`src/rtl/dequant_unzigzag.sv`:
```
// dequant_unzigzag: JPEG decode-side dequantizer and inverse zigzag.
// Loads one 8x8 block as a zigzag-ordered coefficient stream, scales each
// coefficient by the Q50 luminance table and stores it in raster order,
// then streams the block out in raster order with a valid/ready handshake.
module dequant_unzigzag #(
  parameter int DW = 32
) (
  input  logic          clk,
  input  logic          reset,
  input  logic          en,
  input  logic [DW-1:0] coeff_in,
  input  logic          in_valid,
  output logic          in_ready,
  output logic [DW-1:0] B_out,
  output logic [2:0]    B_row,
  output logic [2:0]    B_col,
  output logic          valid,
  input  logic          out_ready,
  output logic          last
);

  // Zigzag index -> raster index.
  localparam int ZZ [64] = '{
     0,  1,  8, 16,  9,  2,  3, 10,
    17, 24, 32, 25, 18, 11,  4,  5,
    12, 19, 26, 33, 40, 48, 41, 34,
    27, 20, 13,  6,  7, 14, 21, 28,
    35, 42, 49, 56, 57, 50, 43, 36,
    29, 22, 15, 23, 30, 37, 44, 51,
    58, 59, 52, 45, 38, 31, 39, 46,
    53, 60, 61, 54, 47, 55, 62, 63
  };

  // Standard luminance quantization table, raster order.
  localparam int QTAB [64] = '{
    16,  11,  10,  16,  24,  40,  51,  61,
    12,  12,  14,  19,  26,  58,  60,  55,
    14,  13,  16,  24,  40,  57,  69,  56,
    14,  17,  22,  29,  51,  87,  80,  62,
    18,  22,  37,  56,  68, 109, 103,  77,
    24,  35,  55,  64,  81, 104, 113,  92,
    49,  64,  78,  87, 103, 121, 120, 101,
    72,  92,  95,  98, 112, 100, 103,  99
  };

  typedef enum logic {
    LOAD  = 1'b0,
    DRAIN = 1'b1
  } state_t;

  state_t        state_q, state_d;
  logic [5:0]    k_q, k_d;
  logic [5:0]    r_q, r_d;
  logic [DW-1:0] mem_q [64];

  logic          accept;
  logic          advance;
  logic          wr_en;
  logic [5:0]    wr_idx;
  logic [DW-1:0] wr_data;

  assign in_ready = en & (state_q == LOAD);
  assign accept   = in_ready & in_valid;
  assign advance  = (state_q == DRAIN) & en & out_ready;

  // Write address/data for the coefficient accepted this cycle.
  // Low DW bits of the product are the same for signed or unsigned
  // interpretation, so a plain DW x DW multiply gives the wrapped result.
  always_comb begin
    wr_en   = accept;
    wr_idx  = 6'(ZZ[k_q]);
    wr_data = coeff_in * DW'(QTAB[wr_idx]);
  end

  // Next-state logic: k and r wrap to 0 naturally after index 63.
  always_comb begin
    state_d = state_q;
    k_d     = k_q;
    r_d     = r_q;
    case (state_q)
      LOAD: begin
        if (accept) begin
          k_d = k_q + 6'd1;
          if (k_q == 6'd63) state_d = DRAIN;
        end
      end
      DRAIN: begin
        if (advance) begin
          r_d = r_q + 6'd1;
          if (r_q == 6'd63) state_d = LOAD;
        end
      end
      default: state_d = LOAD;
    endcase
  end

  // Control state registers.
  always_ff @(posedge clk or posedge reset) begin
    if (reset) begin
      state_q <= LOAD;
      k_q     <= '0;
      r_q     <= '0;
    end else begin
      state_q <= state_d;
      k_q     <= k_d;
      r_q     <= r_d;
    end
  end

  // Block buffer; contents need no reset since every block rewrites all 64.
  always_ff @(posedge clk) begin
    if (wr_en) mem_q[wr_idx] <= wr_data;
  end

  // Output presentation, forced to zero outside DRAIN.
  always_comb begin
    valid = (state_q == DRAIN);
    B_out = '0;
    B_row = '0;
    B_col = '0;
    last  = 1'b0;
    if (state_q == DRAIN) begin
      B_out = mem_q[r_q];
      B_row = r_q[5:3];
      B_col = r_q[2:0];
      last  = (r_q == 6'd63);
    end
  end

endmodule
```
`config.mk`:
```
export PLATFORM = sky130hd
export DESIGN_NAME = dequant_unzigzag
export DESIGN_NICKNAME = d
export VERILOG_FILES = /design/src/rtl/dequant_unzigzag.sv
export SDC_FILE = /design/constraint.sdc
export NUM_CORES = 2
export LEC_CHECK = 0
export BUFFER_PORTS_ARGS = -buffer_cell sky130_fd_sc_hd__buf_2
export CORE_MARGIN = 2
export CORE_UTILIZATION = 25
export DETAILED_ROUTE_END_ITERATION = 6
export PLACE_DENSITY_LB_ADDON = 0.25
export SYNTH_ARGS = -nofsm -noshare
export SYNTH_HDL_FRONTEND = slang
export SYNTH_SLANG_ARGS = --single-unit
```
`constraint.sdc`:
```
create_clock -name clk -period 13.1 [get_ports clk]
set_input_delay 0.655 -clock clk [delete_from_list [all_inputs] [get_ports clk]]
set_output_delay 0.655 -clock clk [all_outputs]
set_load 0.02 [all_outputs]
```
; ---- Yosys cells after proc, flatten, opt, wreduce, memory -nomap -nowiden
; Memories as Yosys holds them, arrays and structs flattened.
; Cells that the tools add are included.
[classes]
add_sub_neg = 2
mul = 1
magnitude_cmp = 2
n_eq_ne = 2
n_mux = 15
bitwise_logic = 7
reduce_logical = 2
[op_table]
columns = cell, count
row1 = two-way mux 32 bit, 3
row2 = multiplier 32 x 32 -> 32 bit, 1
row3 = >= comparator 7 bit (second input constant), 2
row4 = NOT 6 -> 7 bit, 2
row5 = adder 6 x 1 -> 6 bit (second input constant), 2
row6 = equality test 6 bit (second input constant), 2
row7 = two-way mux 6 bit, 2
row8 = two-way mux 1 bit, 7
row9 = two-way mux 3 bit, 2
row10 = bitwise AND 1 bit, 4
row11 = AND reduction 2 bit, 2
row12 = one-hot mux 1 bit (2 select lines), 1
row13 = NOT 1 bit, 1
[totals]
reg_bits = 13
ram_bits = 2048
rom_bits = 4096
inputBits = 37
word_cells = 37
mem_count = 3
[memory_table]
columns = memory, words, word_bits, read_ports, rd_ports_with_merged_regs, wr, line
row1 = (name not given), 64, 32, 1, 0, 0, 72  ; wr_data = coeff_in * DW'(QTAB[wr_idx]);
row2 = (name not given), 64, 32, 1, 0, 0, 71  ; wr_idx = 6'(ZZ[k_q]);
row3 = mem_q, 64, 32, 1, 0, 1, 54  ; logic [DW-1:0] mem_q [64];

; ---- Longest topological paths before layout
[logic_depth]
word_depth = 9
depth_mapped = 42
ltp_nobuf = 39

; ---- Worst setup path before layout
; OpenSTA, ideal clock, no wires.
[synth_path]
path_kind = register to register
from = register k_q[0]
to = memory mem_q[0][31], data pin
setup_time_ps = 567
arrival_ps = 10838
t_required_ps = 12533
setup_slack_ps = 1695
path_stages_with_launch = 37
n_path_buf = 3
cell_sequence = dfrtp_1 buf_2 inv_1 ha_1 xor2_1 a32o_1 a211oi_4 inv_1 ha_1 buf_2 nand2_1 a32o_1 a2111oi_4 clkbuf_1 and2_1 fa_1 inv_1 fa_1 inv_1 fa_1 fa_1 ha_1 ha_1 inv_1 fa_1 inv_1 ha_1 a21oi_1 nand2_1 a21o_1 a22o_1 a221oi_1 o21ai_0 a41o_1 a41oi_1 a21oi_1 xnor2_1
[synth_via]
elab_chain_cells = 9
[synth_lines]
columns = item, line
row1 = "start, declared", 52  ; logic [5:0] k_q, k_d;
row2 = "start signal, assigned", 105  ; k_q <= k_d;
row3 = NOT 6 -> 7 bit (implied by the code), 71
row4 = memory read (64 x 32 bit), --
row5 = two-way mux 6 bit (implied by the code) (2 in series), 71
row6 = NOT 6 -> 7 bit (implied by the code), 72
row7 = memory read (64 x 32 bit), --
row8 = two-way mux 32 bit (implied by the code) (2 in series), 72
row9 = multiplier 32 x 32 -> 32 bit, 72
row10 = net wr_data[31], 60  ; logic [DW-1:0] wr_data;
row11 = "end, declared", 54
; The timed path passes the listed nets, and every way through them passes these cells. The select of a mux whose other input is x is not followed.

; ---- Worst setup path after layout
[layout_path]
from = register k_q[0]
to = memory mem_q[8][29], data pin
; Same word-level chain as after synthesis.

==> reports/results.env <==
VIAS=42100
YS.FLOP_TYPE='sky130_fd_sc_hd__edfxtp_1'
SYNTH-COMPOUND-AREA-SHARE_PCT=1.57
SETUP-TNS-FINAL_NS=0
SYNTHDOMINANTAREACELLTYPE='sky130_fd_sc_hd__edfxtp_1'
SYNTH_SIMPLE_GATE_AREA_SHARE_PCT=2.73
PLACEMENT.CELL_AREA_UM2=95000
NUMBER_OF_ANTENNA_VIOLATIONS_AT_THE_FIRST_CHECK_IN_GLOBAL_ROUTING=14
CRIT_PATH_MAX_FANOUT=64
CLK-INSERTION-DELAY-LATE_NS=0.86
ASYNCSETRESETFLOPFRACSYNTH_PCT=0.631
FIRST_PASS_GRT_WIRE_LENGTH_UM=343000
SLOWEST_STAGE='sky130_fd_sc_hd__dfrtp_1'
POSTROUTEWIRELENGTH_UM=240000
FIN_CELLS=9145
MUXSHAREOFSYNTHAREA_PCT=17.4
WORST_CLOCK_SKEW_NS=0.0481
PERIOD_NEEDED_NS=12.20
IO_PINS=78
CLOCKBUFFERDEPTH=4
SYNTH-ADDER-AREA-SHARE_PCT=5.59
DP.FINAL_HPWL_UM=134000
GRT_START_MAX_NET_PINS=137
GRT_OVERFLOW=0
HTREE_LEVELS=4
NUM-FILL-CELLS=34000
INITIAL_UTILIZATION_PCT=25.1
POST_SYNTH_INST_COUNT=4162
AREA_DELTA_SYNTH_FINAL_PCT=15.2
CORE_UM2=349000
GP_ROUTABILITY_CONGESTION=0.770
FIRST_GLOBAL_VIAS=44700
TRITONCTS_CLOCK_TREE='yes'
SYNTHESIS.AREA_PER_INSTANCE_UM2=21.1
CP-END-KIND='flip-flop'
DRT-INITIAL-DRC-COUNT=3790
GRT_USAGE_PCT=13.4
ROOT_BUFFER='sky130_fd_sc_hd__clkbuf_16'
FINAL_NET_COUNT=4730
SETUP.WORST_PATH.START='k_q[0]$_DFFE_PP0P_'
CPPEAKSTAGEDELAY_NS=0.68
SYNTH.FF_LATCH_COUNT=2061
WORSTMARGINPINSLEW_NS=1.22
CRITPATHLAUNCHTYPE='flip-flop'
NUMBER_OF_NETS_PRODUCED_BY_SYNTHESIS=4514
DRV.MAX_CAP_VIOLATION_COUNT=0
SYNTH.YOSYS.SEQ_AREA_SHARE_PCT=70.4
SYNTH.TOP_CELL.AREA_SHARE_PCT=70.1
SYNTH_TOP_FAMILY_BY_AREA='multiplexers'
POST_CTS_SIZING_COUNT=0
DRIVE_GT1_SHARE_PCT=28.4
CRITPATHREQUIREDTIME_NS=13.61
SYNTH_EDF_COUNT=2048
POST_SYNTH_XOR_AREA_FRACTION_PCT=0.533
FINAL_MIN_PERIOD_OVER_CLOCK_PERIOD_PCT=93.1
CLKSINKCOUNT=2061
CTS.CLK_SLEW.WORST_PATHS_NS=0.06
POST_SYNTH_INSTANCE_AREA_UM2=87800
WORST_SLEW_MARGIN_REL_PCT=18.9
CTS_SETUP_BUFFERS=0
YOSYS-TOP-CELLS-AREA='sky130_fd_sc_hd__edfxtp_1 (70%), sky130_fd_sc_hd__mux4_2 (17%), sky130_fd_sc_hd__fa_1 (2.9%)'
FINAL_DESIGN_AREA_NO_FILL_UM2=101000
FMAXACHIEVABLE_MHz=82.0
VIASPERCELL=4.60
ROW_COUNT=217
FP.DIEW_UM=597
PLACE_INST=8773
FINAL_MAX_SLEW_VIOL_COUNT=0
POST-ROUTE-DRC-COUNT=0
PLACEMENT.IO_BUFFERS=77
STATUS='finished clean'
SETUP_VIOL_COUNT_FINAL=0
HOLD_BUFFERS=0
CTS_BUFFERS=202
WORST_R2R_STARTPOINT='k_q[0]$_DFFE_PP0P_'
CRITICALPATHCATEGORY='reg -> reg'
CRIT_ARRIVAL_NS=12.71
HOLD_WC_PATH_TYPE='in -> async'
SYNTH-WARNING-COUNT=0
SYNTH.DISTINCT_CELLS=89
ANTENNA_LEFT=0
ROUTER_ITERATIONS_BEFORE_ANTENNA_REPAIR=7
DIE_FOOTPRINT_UM2=356000
DIE_HEIGHT_UM=597
DRT-WIRELENGTH-PER-CELL_UM=26.2
FINALHOLDVIOLCOUNT=0
RSZ_0062_RAISED_AFTER_GLOBAL_ROUTING='no'
-- final cells by class --
class | count | area, um^2 | share of cell area, %
sequential | 2061 | 61800 | 61.1
antenna | 10 | 25.0 | 0.0247
inverter | 191 | 717 | 0.709
timing repair buffer | 214 | 1480 | 1.46
multi-input combinational | 1708 | 25200 | 24.9
clock inverter | 102 | 757 | 0.748
clock buffer | 260 | 5360 | 5.30
tap | 4599 | 5750 | 5.69
-- worst max-delay path: cells and delay by family, from the launching register on --
kind            cells  cell delay [ns]
compound gates     12             4.36
fa+ha+maj          10             4.20
buf+inv             7             1.72
flops               1             0.68
simple gates        3             0.51
xor+xnor            2             0.32
-- worst paths after layout --
kind | slack (ns) | cells after the start | to
max | 0.90 | 34 | mem_q[8][29]$_DFFE_PP_
min | 0.06 | 2 | r_q[3]$_DFFE_PP0P_
max reg2reg | 0.90 | 34 | mem_q[8][29]$_DFFE_PP_
min reg2reg | 0.53 | 1 | k_q[3]$_DFFE_PP0P_
max in group asynchronous | 12.40 | 2 | r_q[0]$_DFFE_PP0P_
min in group clk | 0.24 | 3 | r_q[0]$_DFFE_PP0P_
-- logic make-up (layout without fill, tap and decap cells) --
kind of cell | count (synthesis) | count (layout)
flip-flops | 2061 | 2061
other | 0 | 10
AO/OA/AOI/OAI | 180 | 180
adder cells (fa/ha/maj) | 315 | 315
AND/OR/NAND/NOR | 463 | 463
buffers and inverters | 393 | 767
multiplexers | 699 | 699
XOR/XNOR | 51 | 51
-- metal layers --
layer / global-route usage (%) / part of all wire [%] / vias up
li1: - / - / 17400
met1: 17.6 / 43 / 23400
met2: 23.3 / 51 / 981
met3: 1.62 / 4.0 / 297
met4: 3.36 / 2.2 / 12
met5: 0 / 0.029 / -
-- layout by cell type, fill, tap and decap left out, types with 6 or more instances in the layout --
cell type,count
sky130_fd_sc_hd__clkbuf_1,53
sky130_fd_sc_hd__diode_2,10
sky130_fd_sc_hd__mux4_2,658
sky130_fd_sc_hd__a21o_1,14
sky130_fd_sc_hd__buf_4,132
sky130_fd_sc_hd__edfxtp_1,2048
sky130_fd_sc_hd__ha_1,184
sky130_fd_sc_hd__nor2b_1,37
sky130_fd_sc_hd__o211a_1,15
sky130_fd_sc_hd__nand4_1,6
sky130_fd_sc_hd__clkinv_1,43
sky130_fd_sc_hd__o21ai_0,17
sky130_fd_sc_hd__a31oi_1,8
sky130_fd_sc_hd__o211ai_1,6
sky130_fd_sc_hd__bufinv_16,11
sky130_fd_sc_hd__a21oi_1,36
sky130_fd_sc_hd__mux2i_1,23
sky130_fd_sc_hd__buf_2,77
sky130_fd_sc_hd__and2_1,137
sky130_fd_sc_hd__xnor2_2,19
sky130_fd_sc_hd__dfrtp_4,6
sky130_fd_sc_hd__fa_1,127
sky130_fd_sc_hd__nor2_1,27
sky130_fd_sc_hd__o21bai_1,8
sky130_fd_sc_hd__clkinv_2,40
sky130_fd_sc_hd__nand2b_1,8
sky130_fd_sc_hd__and3_1,9
sky130_fd_sc_hd__clkbuf_16,205
sky130_fd_sc_hd__nor2_4,65
sky130_fd_sc_hd__xor2_4,7
sky130_fd_sc_hd__nand2_1,122
sky130_fd_sc_hd__a211oi_1,11
sky130_fd_sc_hd__mux2_2,16
sky130_fd_sc_hd__inv_1,188
sky130_fd_sc_hd__nand3_1,19
sky130_fd_sc_hd__xnor2_1,19
sky130_fd_sc_hd__dfrtp_1,6
-- registers in the layout, indices dropped and copies added, names as in the netlist --
name / count
k_q: 6
mem_q: 2048
r_q: 6
valid: 1
-- Yosys cell counts (4+ instances only) --
library cell,instances
sky130_fd_sc_hd__buf_2,12
sky130_fd_sc_hd__xor2_1,12
sky130_fd_sc_hd__o21bai_1,8
sky130_fd_sc_hd__o21a_1,5
sky130_fd_sc_hd__nor2_1,92
sky130_fd_sc_hd__mux2i_1,23
sky130_fd_sc_hd__ha_1,187
sky130_fd_sc_hd__buf_1,68
sky130_fd_sc_hd__a211oi_1,12
sky130_fd_sc_hd__xnor2_1,37
sky130_fd_sc_hd__or2_2,4
sky130_fd_sc_hd__dfrtp_1,13
sky130_fd_sc_hd__mux4_2,658
sky130_fd_sc_hd__a21oi_1,37
sky130_fd_sc_hd__and2_1,138
sky130_fd_sc_hd__nand4_1,6
sky130_fd_sc_hd__nor3b_1,5
sky130_fd_sc_hd__nand2b_1,8
sky130_fd_sc_hd__mux2_2,16
sky130_fd_sc_hd__a31oi_1,8
sky130_fd_sc_hd__clkbuf_1,112
sky130_fd_sc_hd__fa_1,128
sky130_fd_sc_hd__nand2_1,122
sky130_fd_sc_hd__inv_1,188
sky130_fd_sc_hd__nand3_1,19
sky130_fd_sc_hd__nor2b_1,37
sky130_fd_sc_hd__o211a_1,15
sky130_fd_sc_hd__edfxtp_1,2048
sky130_fd_sc_hd__and3_1,9
sky130_fd_sc_hd__buf_4,6
sky130_fd_sc_hd__a221oi_1,5
sky130_fd_sc_hd__o21ai_1,5
sky130_fd_sc_hd__o21ai_0,17
sky130_fd_sc_hd__o211ai_1,6
sky130_fd_sc_hd__a21o_1,14
-- stage by stage --
stage          util (%)  worst slack, ns  hold WS (ns)
2_1_floorplan         -             1.69         0.532
6_report           28.9            0.904        0.0604
4_1_cts            28.9            0.920        0.0368
5_1_grt            28.9            0.138        0.0831
3_5_place_dp       27.2             1.03         0.512
3_3_place_gp       27.2             1.19         0.510
Power is not shown: default switching activity piles up to over one toggle a cycle in this logic, so the estimate is an artifact.
